<file path="src/rtl/hs_tx_port_if.sv">
`default_nettype none
// ============================================================================
//  Module      : hs_tx_port_if
//  Description : Host-write and processor-handshake signal bundle for
//                hs_tx_port. The master side is the host writer plus the
//                processor request/acknowledge pins; the slave side is the
//                port itself.
//  Revision    : 1.0 - initial release
// ============================================================================
interface hs_tx_port_if #(
  parameter int DEPTH = 4
) ();
  localparam int CNT_W = $clog2(DEPTH) + 1;

  logic             wr_en;
  logic [7:0]       wr_data;
  logic             full;
  logic             empty;
  logic [CNT_W-1:0] count;
  logic             overflow;
  logic             underrun;
  logic             clr_flags;
  logic             hs_req;
  logic             hs_ack;
  logic [7:0]       proc_data;
  logic             busy;
  logic             xfer_done;

  modport master (
    output wr_en, wr_data, clr_flags, hs_req,
    input  full, empty, count, overflow, underrun,
    input  hs_ack, proc_data, busy, xfer_done
  );

  modport slave (
    input  wr_en, wr_data, clr_flags, hs_req,
    output full, empty, count, overflow, underrun,
    output hs_ack, proc_data, busy, xfer_done
  );
endinterface
`default_nettype wire

</file>
<file path="src/rtl/hs_tx_port.sv">
`default_nettype none
// ============================================================================
//  Module      : hs_tx_port
//  Description : Byte source for the processor's 8-bit input handshake.
//                Host bytes are queued in a small circular FIFO; each
//                processor request is answered with a four-phase req/ack
//                exchange presenting the FIFO head on proc_data.
//  Revision    : 1.0 - initial release
// ============================================================================
module hs_tx_port #(
  parameter int DEPTH     = 4,
  parameter int SETUP_CYC = 1,
  parameter int TIMEOUT   = 255
) (
  input  wire logic   g_clk,
  input  wire logic   g_clr,
  hs_tx_port_if.slave bus
);

  localparam int c_PTR_W = $clog2(DEPTH);
  localparam int c_CNT_W = c_PTR_W + 1;
  localparam int c_SC_W  = (SETUP_CYC > 1) ? $clog2(SETUP_CYC) : 1;

  localparam logic [c_SC_W-1:0]  c_SETUP_LAST = c_SC_W'(SETUP_CYC - 1);
  localparam logic [7:0]         c_TIMEOUT    = 8'(TIMEOUT);
  localparam logic [c_CNT_W-1:0] c_DEPTH      = c_CNT_W'(DEPTH);

  localparam logic [1:0] c_ST_IDLE  = 2'd0;
  localparam logic [1:0] c_ST_SETUP = 2'd1;
  localparam logic [1:0] c_ST_ACK   = 2'd2;

  // FIFO storage and bookkeeping
  logic [7:0]         mem_q [DEPTH];
  logic [c_PTR_W-1:0] wr_ptr_q, wr_ptr_d;
  logic [c_PTR_W-1:0] rd_ptr_q, rd_ptr_d;
  logic [c_CNT_W-1:0] count_q, count_d;
  logic               full_q, full_d;
  logic               empty_q, empty_d;

  // Handshake FSM state
  logic [1:0]         state_q, state_d;
  logic [c_SC_W-1:0]  setup_cnt_q, setup_cnt_d;
  logic [7:0]         wait_cnt_q, wait_cnt_d;
  logic               hs_ack_q, hs_ack_d;
  logic [7:0]         proc_data_q, proc_data_d;
  logic               busy_q, busy_d;
  logic               xfer_done_q, xfer_done_d;

  // Sticky flags
  logic               overflow_q, overflow_d;
  logic               underrun_q, underrun_d;

  logic               w_push;
  logic               w_pop;
  logic               w_underrun_evt;

  // Full is judged on the registered state, so a write in the same cycle
  // as a pop from a full FIFO is still dropped.
  assign w_push = bus.wr_en & ~full_q;

  // Handshake FSM: present head, hold for setup, ack, pop on req release
  always_comb begin
    state_d        = state_q;
    setup_cnt_d    = setup_cnt_q;
    wait_cnt_d     = 8'd0;
    hs_ack_d       = hs_ack_q;
    proc_data_d    = proc_data_q;
    xfer_done_d    = 1'b0;
    w_pop          = 1'b0;
    w_underrun_evt = 1'b0;

    case (state_q)
      c_ST_IDLE: begin
        hs_ack_d = 1'b0;
        if (bus.hs_req && !empty_q) begin
          proc_data_d = mem_q[rd_ptr_q];
          setup_cnt_d = '0;
          state_d     = c_ST_SETUP;
        end else if (bus.hs_req) begin
          wait_cnt_d = (wait_cnt_q == c_TIMEOUT) ? c_TIMEOUT
                                                 : 8'(wait_cnt_q + 8'd1);
          if (wait_cnt_d == c_TIMEOUT) begin
            w_underrun_evt = 1'b1;
          end
        end
      end

      c_ST_SETUP: begin
        if (!bus.hs_req) begin
          // Request withdrawn before ack: nothing consumed.
          state_d = c_ST_IDLE;
        end else if (setup_cnt_q == c_SETUP_LAST) begin
          state_d  = c_ST_ACK;
          hs_ack_d = 1'b1;
        end else begin
          setup_cnt_d = c_SC_W'(setup_cnt_q + 1'b1);
        end
      end

      c_ST_ACK: begin
        if (!bus.hs_req) begin
          hs_ack_d    = 1'b0;
          w_pop       = 1'b1;
          xfer_done_d = 1'b1;
          state_d     = c_ST_IDLE;
        end
      end

      default: begin
        state_d  = c_ST_IDLE;
        hs_ack_d = 1'b0;
      end
    endcase

    busy_d = (state_d != c_ST_IDLE);
  end

  // FIFO pointer, occupancy and status next-state
  always_comb begin
    wr_ptr_d = w_push ? c_PTR_W'(wr_ptr_q + 1'b1) : wr_ptr_q;
    rd_ptr_d = w_pop  ? c_PTR_W'(rd_ptr_q + 1'b1) : rd_ptr_q;
    case ({w_push, w_pop})
      2'b10:   count_d = c_CNT_W'(count_q + 1'b1);
      2'b01:   count_d = c_CNT_W'(count_q - 1'b1);
      default: count_d = count_q;
    endcase
    full_d  = (count_d == c_DEPTH);
    empty_d = (count_d == '0);
  end

  // Sticky flags: a new event in the same cycle as clr_flags wins
  always_comb begin
    overflow_d = overflow_q;
    underrun_d = underrun_q;
    if (bus.clr_flags) begin
      overflow_d = 1'b0;
      underrun_d = 1'b0;
    end
    if (bus.wr_en && full_q) begin
      overflow_d = 1'b1;
    end
    if (w_underrun_evt) begin
      underrun_d = 1'b1;
    end
  end

  // FIFO storage write; contents need no reset since reads are gated by count
  always_ff @(posedge g_clk) begin
    if (w_push) begin
      mem_q[wr_ptr_q] <= bus.wr_data;
    end
  end

  // State registers; reset asynchronously drops ack and flushes the FIFO
  always_ff @(posedge g_clk or posedge g_clr) begin
    if (g_clr) begin
      wr_ptr_q    <= '0;
      rd_ptr_q    <= '0;
      count_q     <= '0;
      full_q      <= 1'b0;
      empty_q     <= 1'b1;
      state_q     <= c_ST_IDLE;
      setup_cnt_q <= '0;
      wait_cnt_q  <= 8'd0;
      hs_ack_q    <= 1'b0;
      proc_data_q <= 8'h00;
      busy_q      <= 1'b0;
      xfer_done_q <= 1'b0;
      overflow_q  <= 1'b0;
      underrun_q  <= 1'b0;
    end else begin
      wr_ptr_q    <= wr_ptr_d;
      rd_ptr_q    <= rd_ptr_d;
      count_q     <= count_d;
      full_q      <= full_d;
      empty_q     <= empty_d;
      state_q     <= state_d;
      setup_cnt_q <= setup_cnt_d;
      wait_cnt_q  <= wait_cnt_d;
      hs_ack_q    <= hs_ack_d;
      proc_data_q <= proc_data_d;
      busy_q      <= busy_d;
      xfer_done_q <= xfer_done_d;
      overflow_q  <= overflow_d;
      underrun_q  <= underrun_d;
    end
  end

  assign bus.full      = full_q;
  assign bus.empty     = empty_q;
  assign bus.count     = count_q;
  assign bus.overflow  = overflow_q;
  assign bus.underrun  = underrun_q;
  assign bus.hs_ack    = hs_ack_q;
  assign bus.proc_data = proc_data_q;
  assign bus.busy      = busy_q;
  assign bus.xfer_done = xfer_done_q;

endmodule
`default_nettype wire

</file>
<file path="src/flat_wrapper.sv">
// flat-port wrapper written by rule: the top's interface ports become plain ports
module hs_tx_port_flat 
#(
  parameter int DEPTH     = 4,
  parameter int SETUP_CYC = 1,
  parameter int TIMEOUT   = 255
)
  (g_clk, g_clr, bus_wr_en, bus_wr_data, bus_clr_flags, bus_hs_req, bus_full, bus_empty, bus_count, bus_overflow, bus_underrun, bus_hs_ack, bus_proc_data, bus_busy, bus_xfer_done);
  hs_tx_port_if #(.DEPTH(DEPTH)) bus_i ();
  input  wire logic g_clk;
  input  wire logic g_clr;
  input wire logic [$bits(bus_i.wr_en)-1:0] bus_wr_en;
  input wire logic [$bits(bus_i.wr_data)-1:0] bus_wr_data;
  input wire logic [$bits(bus_i.clr_flags)-1:0] bus_clr_flags;
  input wire logic [$bits(bus_i.hs_req)-1:0] bus_hs_req;
  output wire logic [$bits(bus_i.full)-1:0] bus_full;
  output wire logic [$bits(bus_i.empty)-1:0] bus_empty;
  output wire logic [$bits(bus_i.count)-1:0] bus_count;
  output wire logic [$bits(bus_i.overflow)-1:0] bus_overflow;
  output wire logic [$bits(bus_i.underrun)-1:0] bus_underrun;
  output wire logic [$bits(bus_i.hs_ack)-1:0] bus_hs_ack;
  output wire logic [$bits(bus_i.proc_data)-1:0] bus_proc_data;
  output wire logic [$bits(bus_i.busy)-1:0] bus_busy;
  output wire logic [$bits(bus_i.xfer_done)-1:0] bus_xfer_done;
  assign bus_i.wr_en = bus_wr_en;
  assign bus_i.wr_data = bus_wr_data;
  assign bus_i.clr_flags = bus_clr_flags;
  assign bus_i.hs_req = bus_hs_req;
  assign bus_full = bus_i.full;
  assign bus_empty = bus_i.empty;
  assign bus_count = bus_i.count;
  assign bus_overflow = bus_i.overflow;
  assign bus_underrun = bus_i.underrun;
  assign bus_hs_ack = bus_i.hs_ack;
  assign bus_proc_data = bus_i.proc_data;
  assign bus_busy = bus_i.busy;
  assign bus_xfer_done = bus_i.xfer_done;
  hs_tx_port #(.DEPTH(DEPTH), .SETUP_CYC(SETUP_CYC), .TIMEOUT(TIMEOUT)) u_core (.g_clk(g_clk), .g_clr(g_clr), .bus(bus_i));
endmodule
</file>
<file path="config.mk">
export PLATFORM = sky130hd
export DESIGN_NAME = hs_tx_port_flat
export DESIGN_NICKNAME = d
export VERILOG_FILES = /design/src/rtl/hs_tx_port_if.sv /design/src/rtl/hs_tx_port.sv /design/src/flat_wrapper.sv
export SDC_FILE = /design/constraint.sdc
export NUM_CORES = 1
export LEC_CHECK = 0
export CAP_MARGIN = 20
export CELL_PAD_IN_SITES_DETAIL_PLACEMENT = 0
export CELL_PAD_IN_SITES_GLOBAL_PLACEMENT = 2
export CORE_ASPECT_RATIO = 1.2
export CORE_MARGIN = 1.5
export CORE_UTILIZATION = 47
export CTS_BUF_LIST = sky130_fd_sc_hd__clkbuf_4
export DETAILED_ROUTE_END_ITERATION = 6
export DONT_BUFFER_PORTS = 1
export GPL_ROUTABILITY_DRIVEN = 0
export PLACE_DENSITY = 0.81
export SYNTH_ARGS = -nofsm -noshare
export SYNTH_HDL_FRONTEND = slang
export SYNTH_SLANG_ARGS = --single-unit
</file>
<file path="constraint.sdc">
create_clock -name g_clk -period 2.15 [get_ports g_clk]
set_input_delay 0.43 -clock g_clk [delete_from_list [all_inputs] [get_ports g_clk]]
set_output_delay 0.43 -clock g_clk [all_outputs]
set_load 0.01 [all_outputs]
</file>
==> run_summary.xml, run 1 <==
<?xml version="1.0" encoding="UTF-8"?>
<metrics>
  <group name="run_status">
    <metric name="status" unit="">complete, no violations</metric>
  </group>
  <group name="grt">
    <metric name="grt_pass1_vias" unit="">1532</metric>
    <metric name="groute.usage.overall" unit="">0.1633</metric>
    <metric name="grt_antenna_before_repair" unit="">0</metric>
    <metric name="largest_net_degree_at_the_start_of_global_routing" unit="">33</metric>
    <metric name="grt_remaining_overflow" unit="">0</metric>
    <metric name="grt_pass1_wl" unit="microns">7286</metric>
  </group>
  <group name="power">
    <metric name="power_density" unit="nW/um^2">1216</metric>
    <metric name="p_clk_frac" unit="">0.246</metric>
    <metric name="leakagePower" unit="nW">1.211</metric>
    <metric name="p_int" unit="mW">2.591</metric>
    <metric name="proportion_of_power_drawn_by_combinational_gates" unit="">0.247</metric>
    <metric name="swShare" unit="">0.2972</metric>
    <metric name="total_switching_power" unit="mW">1.096</metric>
    <metric name="ir_drop" unit="uV">604.5</metric>
    <metric name="power.sequential.fraction" unit="">0.507</metric>
  </group>
  <group name="die">
    <metric name="placeable_core_region" unit="sq um">5593</metric>
    <metric name="floorplan.io_pins" unit="">31</metric>
    <metric name="die_height" unit="microns">85.97</metric>
    <metric name="die_area" unit="sq um">6202</metric>
    <metric name="std_cell_rows" unit="">30</metric>
    <metric name="fp.dieW" unit="microns">72.14</metric>
    <metric name="initial_core_util" unit="">0.4821</metric>
  </group>
  <group name="yosys">
    <metric name="synth-edff-count" unit="">32</metric>
    <metric name="area_of_the_mapped_netlist" unit="sq um">2696</metric>
    <metric name="seq_area_frac_synth" unit="">0.6538</metric>
    <metric name="ys_async_sr_fraction" unit="">0.5000</metric>
    <metric name="synth_nets" unit="">192</metric>
    <metric name="synth_cell_types" unit="">43</metric>
    <metric name="synth-seq-cells" unit="">64</metric>
    <metric name="avgSynthCellArea" unit="sq um">15.68</metric>
    <metric name="syn_inst" unit="">172</metric>
    <metric name="synth_ff_type" unit="">sky130_fd_sc_hd__edfxtp_1</metric>
    <metric name="ys.warnings.count" unit="">0</metric>
  </group>
  <group name="route">
    <metric name="wirelength" unit="microns">4535</metric>
    <metric name="dr.first_iter.drc_count" unit="">59</metric>
    <metric name="number_of_search_and_repair_iterations_in_the_first_detailed_routing_pass" unit="">4</metric>
    <metric name="route.detailed.drc" unit="">0</metric>
    <metric name="vias_per_cell" unit="">5.435</metric>
    <metric name="antenna_violating_nets_post_route" unit="">0</metric>
    <metric name="drt-wirelength-per-cell" unit="microns">17.44</metric>
    <metric name="routed-via-count" unit="">1413</metric>
  </group>
  <group name="layout">
    <metric name="final_cell_mix" unit="">32 x sky130_fd_sc_hd__edfxtp_1, 31 x sky130_fd_sc_hd__dfrtp_1, 13 x sky130_fd_sc_hd__buf_4</metric>
    <metric name="area.sequential" unit="sq um">1763</metric>
    <metric name="syn2layout_area_growth" unit="%">12.48</metric>
    <metric name="antenna_cells" unit="">0</metric>
    <metric name="final_layout_size_suffix_gt1_frac" unit="">0.2959</metric>
    <metric name="fillerInstances" unit="">452</metric>
    <metric name="finalNetCount" unit="">211</metric>
    <metric name="finish.cell_count_without_fillers" unit="">260</metric>
    <metric name="multi_input_comb_area" unit="sq um">882.1</metric>
    <metric name="layout.cells.most_common" unit="">sky130_fd_sc_hd__edfxtp_1</metric>
  </group>
  <group name="clock_tree">
    <metric name="worst_skew_pair.late_latency" unit="ps">400</metric>
    <metric name="clock_tree_from_tritoncts" unit="">built</metric>
    <metric name="cts_buffers" unit="">9</metric>
    <metric name="cts_root_buffer" unit="">sky130_fd_sc_hd__clkbuf_4</metric>
    <metric name="clock_path_buffers" unit="">2</metric>
    <metric name="cts_max_level" unit="">3</metric>
    <metric name="clk_pin_slew_worst_paths" unit="ps">110</metric>
    <metric name="clock-sinks" unit="">64</metric>
  </group>
  <group name="worst_setup_path">
    <metric name="cp_data_arrival_time" unit="ps">2350</metric>
    <metric name="crit_chain" unit="">nor2b_2 &gt; and2b_1 &gt; ha_2 &gt; inv_1 &gt; fa_2 &gt; xor2_1 &gt; nor2_2 &gt; xor2_2 &gt; nor2b_1</metric>
    <metric name="startpoint_type" unit="">flip-flop</metric>
    <metric name="worst_ep_required_time" unit="ps">2490</metric>
    <metric name="worst_r2r_startpoint" unit="">u_core.state_q[0]</metric>
    <metric name="critical_path_class" unit="">flip-flop to flip-flop</metric>
    <metric name="worst_path_max_delay_cell" unit="">sky130_fd_sc_hd__dfrtp_1</metric>
    <metric name="crit_path_max_incr_delay" unit="ps">420</metric>
    <metric name="worstSetupEndpointType" unit="">flip-flop</metric>
    <metric name="timing.critical_path.buf_inv" unit="">1</metric>
    <metric name="setup.worst_path.start" unit="">u_core.state_q[0]</metric>
    <metric name="worstPathMaxFanout" unit="">4</metric>
    <metric name="cp_top_family" unit="">simple AND/OR/NAND/NOR gates</metric>
  </group>
  <group name="sta">
    <metric name="tns" unit="ps">0</metric>
    <metric name="hold-worst-slack" unit="ps">116.1</metric>
    <metric name="finalHoldViolCount" unit="">0</metric>
    <metric name="timing.final.crit_share" unit="">0.9360</metric>
    <metric name="number_of_pins_with_negative_max_slew_slack_in_the_final_report" unit="">0</metric>
    <metric name="tightestPinTransition" unit="ps">461.5</metric>
    <metric name="max_slew_headroom_at_the_worst_pin" unit="">0.6924</metric>
    <metric name="fin_skew" unit="ps">15.67</metric>
    <metric name="finalCriticalPeriod" unit="ps">2012</metric>
    <metric name="finalSetupViolCount" unit="">0</metric>
    <metric name="timing.fmax" unit="MHz">496.9</metric>
    <metric name="rsz0062_at_grt" unit="">false</metric>
  </group>
  <group name="hold_path">
    <metric name="hold_path.class" unit="">input pin to flip-flop</metric>
    <metric name="hp-start" unit="">bus_wr_data[4]</metric>
  </group>
  <group name="place">
    <metric name="place.detailed.instances" unit="">236</metric>
    <metric name="final_hpwl_dp" unit="microns">3119</metric>
    <metric name="place.port_buffers" unit="">0</metric>
  </group>
  <group name="run">
    <metric name="max-cap-violations" unit="">0</metric>
  </group>
</metrics>
[routing by layer]
metal	GRT usage	vias to the layer above	wire length [microns]
li1	-	666	-
met1	0.1779	711	1813
met2	0.2820	28	2407
met3	0.05758	8	242
met4	0.07719	0	72
met5	0	-	0
[power groups by stage]
stage                     registers [mW]  clock network (mW)  logic, mW
final                               1.87               0.907      0.911
after global routing                1.91               0.977       1.00
after CTS                           1.87               0.932      0.891
after detailed placement            1.90                   0      0.859
after global placement              1.88                   0      0.812
after floorplan                     1.80                   0      0.729
[flip-flops by register name, indices dropped and copies added, names as in the netlist]
| name | count |
|---|---|
| u_core.mem_q | 32 |
| u_core.bus.proc_data | 8 |
| u_core.wait_cnt_q | 8 |
| u_core.bus.count | 3 |
| u_core.rd_ptr_q | 2 |
| u_core.state_q | 2 |
| u_core.wr_ptr_q | 2 |
| u_core.bus.busy | 1 |
| u_core.bus.empty | 1 |
| u_core.bus.full | 1 |
| u_core.bus.hs_ack | 1 |
| u_core.bus.overflow | 1 |
| u_core.bus.underrun | 1 |
| u_core.bus.xfer_done | 1 |
[cell families (layout without fill, tap and decap cells)]
logic type,count (synthesis),after routing,share of synthesized area
compound gates,21,21,0.05522
xor+xnor,9,9,0.02923
fa+ha+maj,7,7,0.03527
buf+inv,16,40,0.02784
flops,64,64,0.6538
mux,17,17,0.1151
simple gates,38,38,0.08353
[synth_stat cells, types with 3 or more instances]
cell type                   n  area share
sky130_fd_sc_hd__a21oi_1    6       0.011
sky130_fd_sc_hd__and2_1     5       0.012
sky130_fd_sc_hd__dfrtp_1   31        0.29
sky130_fd_sc_hd__edfxtp_1  32        0.36
sky130_fd_sc_hd__ha_1       6       0.028
sky130_fd_sc_hd__inv_1     10       0.014
sky130_fd_sc_hd__mux2_4     8       0.045
sky130_fd_sc_hd__mux4_2     8       0.067
sky130_fd_sc_hd__nand2_1    6      0.0084
sky130_fd_sc_hd__nand3_1    4      0.0074
sky130_fd_sc_hd__nor2_1     5      0.0070
sky130_fd_sc_hd__nor2b_1    5       0.012
sky130_fd_sc_hd__o21ai_0    3      0.0056
sky130_fd_sc_hd__xnor2_1    4       0.013
sky130_fd_sc_hd__xor2_1     5       0.016
[layout make-up]
type / instances / share of cell area
sequential: 64 / 0.5813
multi-input combinational: 92 / 0.2908
timing repair buffer: 14 / 0.03548
clock inverter: 7 / 0.03135
tap: 64 / 0.02640
clock buffer: 9 / 0.02228
inverter: 10 / 0.01238
[metrics by stage]
| stage | power [mW] | cell area, sq um | utilization | worst slack [ps] |
|---|---|---|---|---|
| finish | 3.687 | 3033 | 0.5423 | 137.5 |
| floorplan | 2.528 | 2696 | - | 171.1 |
| global route | 3.886 | 3033 | 0.5423 | 16.54 |
| global placement | 2.693 | 2790 | 0.4989 | 127.5 |
| detailed placement | 2.755 | 2790 | 0.4989 | -6.766 |
| CTS | 3.697 | 2980 | 0.5329 | 8.132 |
[worst paths after layout]
| kind | end | slack (ps) | cells after the start |
|---|---|---|---|
| worst min-delay path | u_core.mem_q[0][4] | 120 | 0 |
| worst max register to register | u_core.bus.full | 140 | 9 |
| worst min register to register | u_core.wait_cnt_q[0] | 560 | 1 |
| worst max-delay path | u_core.bus.full | 140 | 9 |
| min in group asynchronous | u_core.bus.count[2] | 550 | 3 |
| max in group asynchronous | u_core.bus.empty | 1280 | 3 |
[repair_timing]
item | 4_1_cts | 5_1_grt
pin swaps | 0 | 2
resized for setup | 1 | 4
endpoints found under the setup margin | 1 | 3
buffers inserted | 2 | 5
endpoints found under the hold margin | 31 | 0
hold buffers | 1 | 0
gates cloned | 0 | 0
Power figures use the tool's default switching activity.
==> run 2: changes to the inputs <==
CORE_MARGIN = not set   (was 1.5)
==> run_summary.xml, run 2 (same netlist as run 1, synthesis figures left out) <==
<?xml version="1.0" encoding="UTF-8"?>
<metrics>
  <group name="route">
    <metric name="antenna_violating_nets_post_route" unit="">0</metric>
    <metric name="dr.first_iter.drc_count" unit="">64</metric>
    <metric name="number_of_search_and_repair_iterations_in_the_first_detailed_routing_pass" unit="">6</metric>
    <metric name="vias_per_cell" unit="">5.547</metric>
    <metric name="drt-wirelength-per-cell" unit="microns">17.98</metric>
    <metric name="route.detailed.drc" unit="">0</metric>
    <metric name="routed-via-count" unit="">1409</metric>
    <metric name="wirelength" unit="microns">4567</metric>
  </group>
  <group name="hold_path">
    <metric name="hold_path.class" unit="">input pin to flip-flop</metric>
    <metric name="hp-start" unit="">bus_wr_data[5]</metric>
  </group>
  <group name="power">
    <metric name="ir_drop" unit="uV">628.8</metric>
    <metric name="leakagePower" unit="nW">1.161</metric>
    <metric name="power" unit="mW">3.384</metric>
    <metric name="power_density" unit="nW/um^2">1149</metric>
  </group>
  <group name="sta">
    <metric name="timing.fmax" unit="MHz">486.4</metric>
    <metric name="finalHoldViolCount" unit="">0</metric>
    <metric name="finalSetupViolCount" unit="">0</metric>
    <metric name="max_slew_headroom_at_the_worst_pin" unit="">0.6881</metric>
    <metric name="tightestPinTransition" unit="ps">467.8</metric>
    <metric name="fin_skew" unit="ps">13.25</metric>
    <metric name="finalCriticalPeriod" unit="ps">2056</metric>
    <metric name="number_of_pins_with_negative_max_slew_slack_in_the_final_report" unit="">0</metric>
    <metric name="rsz0062_at_grt" unit="">true</metric>
    <metric name="tns" unit="ps">0</metric>
    <metric name="hold-worst-slack" unit="ps">119.0</metric>
    <metric name="timing.final.crit_share" unit="">0.9562</metric>
  </group>
  <group name="layout">
    <metric name="antenna_cells" unit="">0</metric>
    <metric name="fillerInstances" unit="">457</metric>
    <metric name="register_bank_with_the_most_flops" unit="">u_core.mem_q</metric>
    <metric name="fin_area" unit="sq um">2945</metric>
    <metric name="final_cell_mix" unit="">32 x sky130_fd_sc_hd__edfxtp_1, 30 x sky130_fd_sc_hd__dfrtp_1, 10 x sky130_fd_sc_hd__clkbuf_4</metric>
    <metric name="largest_reg_flops" unit="">32</metric>
    <metric name="final_layout_size_suffix_gt1_frac" unit="">0.2708</metric>
    <metric name="layout.cells.most_common" unit="">sky130_fd_sc_hd__edfxtp_1</metric>
    <metric name="syn2layout_area_growth" unit="%">9.234</metric>
    <metric name="finalNetCount" unit="">207</metric>
  </group>
  <group name="worst_setup_path">
    <metric name="startpoint_type" unit="">flip-flop</metric>
    <metric name="cp_data_arrival_time" unit="ps">2380</metric>
    <metric name="worst_r2r_startpoint" unit="">u_core.state_q[0]</metric>
    <metric name="worst_path_max_delay_cell" unit="">sky130_fd_sc_hd__dfrtp_2</metric>
    <metric name="setup.worst_path.start" unit="">u_core.state_q[0]</metric>
    <metric name="crit_chain" unit="">nor2b_4 &gt; and2b_1 &gt; ha_2 &gt; inv_2 &gt; fa_2 &gt; xor2_1 &gt; nor2_1 &gt; xor2_1 &gt; nor2b_1</metric>
    <metric name="worstPathMaxFanout" unit="">4</metric>
    <metric name="worstSetupEndpointType" unit="">flip-flop</metric>
    <metric name="crit_path_max_incr_delay" unit="ps">450</metric>
    <metric name="cp_common_cell" unit="">sky130_fd_sc_hd__xor2_1</metric>
    <metric name="worst_ep_required_time" unit="ps">2480</metric>
    <metric name="critical_path_class" unit="">flip-flop to flip-flop</metric>
  </group>
  <group name="clock_tree">
    <metric name="cts_buffers" unit="">9</metric>
    <metric name="clock-sinks" unit="">64</metric>
    <metric name="clk_pin_slew_worst_paths" unit="ps">100</metric>
    <metric name="cts_root_buffer" unit="">sky130_fd_sc_hd__clkbuf_4</metric>
    <metric name="clock_path_buffers" unit="">2</metric>
    <metric name="cts_max_level" unit="">3</metric>
    <metric name="worst_skew_pair.late_latency" unit="ps">400</metric>
    <metric name="clock_tree_from_tritoncts" unit="">built</metric>
  </group>
  <group name="die">
    <metric name="std_cell_rows" unit="">29</metric>
    <metric name="placeable_core_region" unit="sq um">5406</metric>
    <metric name="floorplan.io_pins" unit="">31</metric>
    <metric name="die_area" unit="sq um">6045</metric>
    <metric name="fp.dieW" unit="microns">71.14</metric>
    <metric name="initial_core_util" unit="">0.4987</metric>
    <metric name="die_height" unit="microns">84.97</metric>
  </group>
  <group name="run_status">
    <metric name="status" unit="">complete, no violations</metric>
  </group>
  <group name="place">
    <metric name="dpl_cell_area" unit="sq um">2788</metric>
    <metric name="place.port_buffers" unit="">0</metric>
    <metric name="final_hpwl_dp" unit="microns">3208</metric>
  </group>
  <group name="grt">
    <metric name="grt_remaining_overflow" unit="">0</metric>
    <metric name="groute.usage.overall" unit="">0.1723</metric>
    <metric name="largest_net_degree_at_the_start_of_global_routing" unit="">33</metric>
    <metric name="grt_antenna_before_repair" unit="">0</metric>
    <metric name="grt_pass1_wl" unit="microns">7486</metric>
    <metric name="grt_pass1_vias" unit="">1509</metric>
  </group>
  <group name="run">
    <metric name="max-cap-violations" unit="">0</metric>
  </group>
</metrics>
==> run 2: per-stage QoR <==
step                        util  instances  setup WS (ps)
after floorplan                -        172          171.1
after global placement    0.5156        234          133.5
after detailed placement  0.5156        234         -29.94
after CTS                 0.5399        251          4.631
after global routing      0.5448        254         -10.05
final                     0.5448        254          94.08
==> run 2: final timing paths <==
| check | cells after the start | to | slack, ps |
|---|---|---|---|
| worst min-delay path | 0 | u_core.mem_q[3][5] | 120 |
| min in group asynchronous | 3 | u_core.wait_cnt_q[1] | 560 |
| worst max register to register | 9 | u_core.bus.full | 90 |
| worst min register to register | 1 | u_core.wait_cnt_q[0] | 560 |
| max in group asynchronous | 3 | u_core.bus.empty | 1270 |
| worst max-delay path | 9 | u_core.bus.full | 90 |
==> run 2: routing by layer <==
metal  track usage  up-vias  routed length, microns
met4       0.09273        0                     108
met3       0.05582        9                     183
met5             0        -                       0
met1        0.1913      710                    1836
li1              -      663                       -
met2        0.2926       27                    2440
==> run 2: layout make-up <==
type	count	area, sq um	share of cell area
Clock buffer	10	75.07	0.02549
Clock inverter	6	36.28	0.01232
Inverter	10	37.54	0.01274
Multi-Input combinational cell	92	877.1	0.2978
Sequential cell	64	1764	0.5990
Tap cell	62	77.57	0.02634
Timing Repair Buffer	10	77.57	0.02634
==> run 2: repair_timing <==
item / 4_1_cts / 5_1_grt
hold buffers: 1 / 0
resized for setup: 3 / 3
endpoints found under the hold margin: 9 / 0
endpoints found under the setup margin: 1 / 2
buffers inserted: 0 / 3
pin swaps: 0 / 2
==> run 2: power by group <==
| group | leakage, nW | switching [mW] | internal [mW] |
|---|---|---|---|
| Combinational | 0.407 | 0.374 | 0.483 |
| Clock | 0.0575 | 0.416 | 0.242 |
| Sequential | 0.697 | 0.266 | 1.60 |
==> run 2: critical path: cells and delay by family (launching register included) <==
family,cells,cell delay (ps)
and+or+nand+nor,4,590
adders and majority gates,2,530
xor gates and xnor gates,2,390
buffers and inverters,1,40
DFF,1,450
==> run 3: changes to the inputs <==
TNS_END_PERCENT = 100   (was not set)
==> results of run 3 <==
Final layout, timing and power as in run 2 (identical DEF).
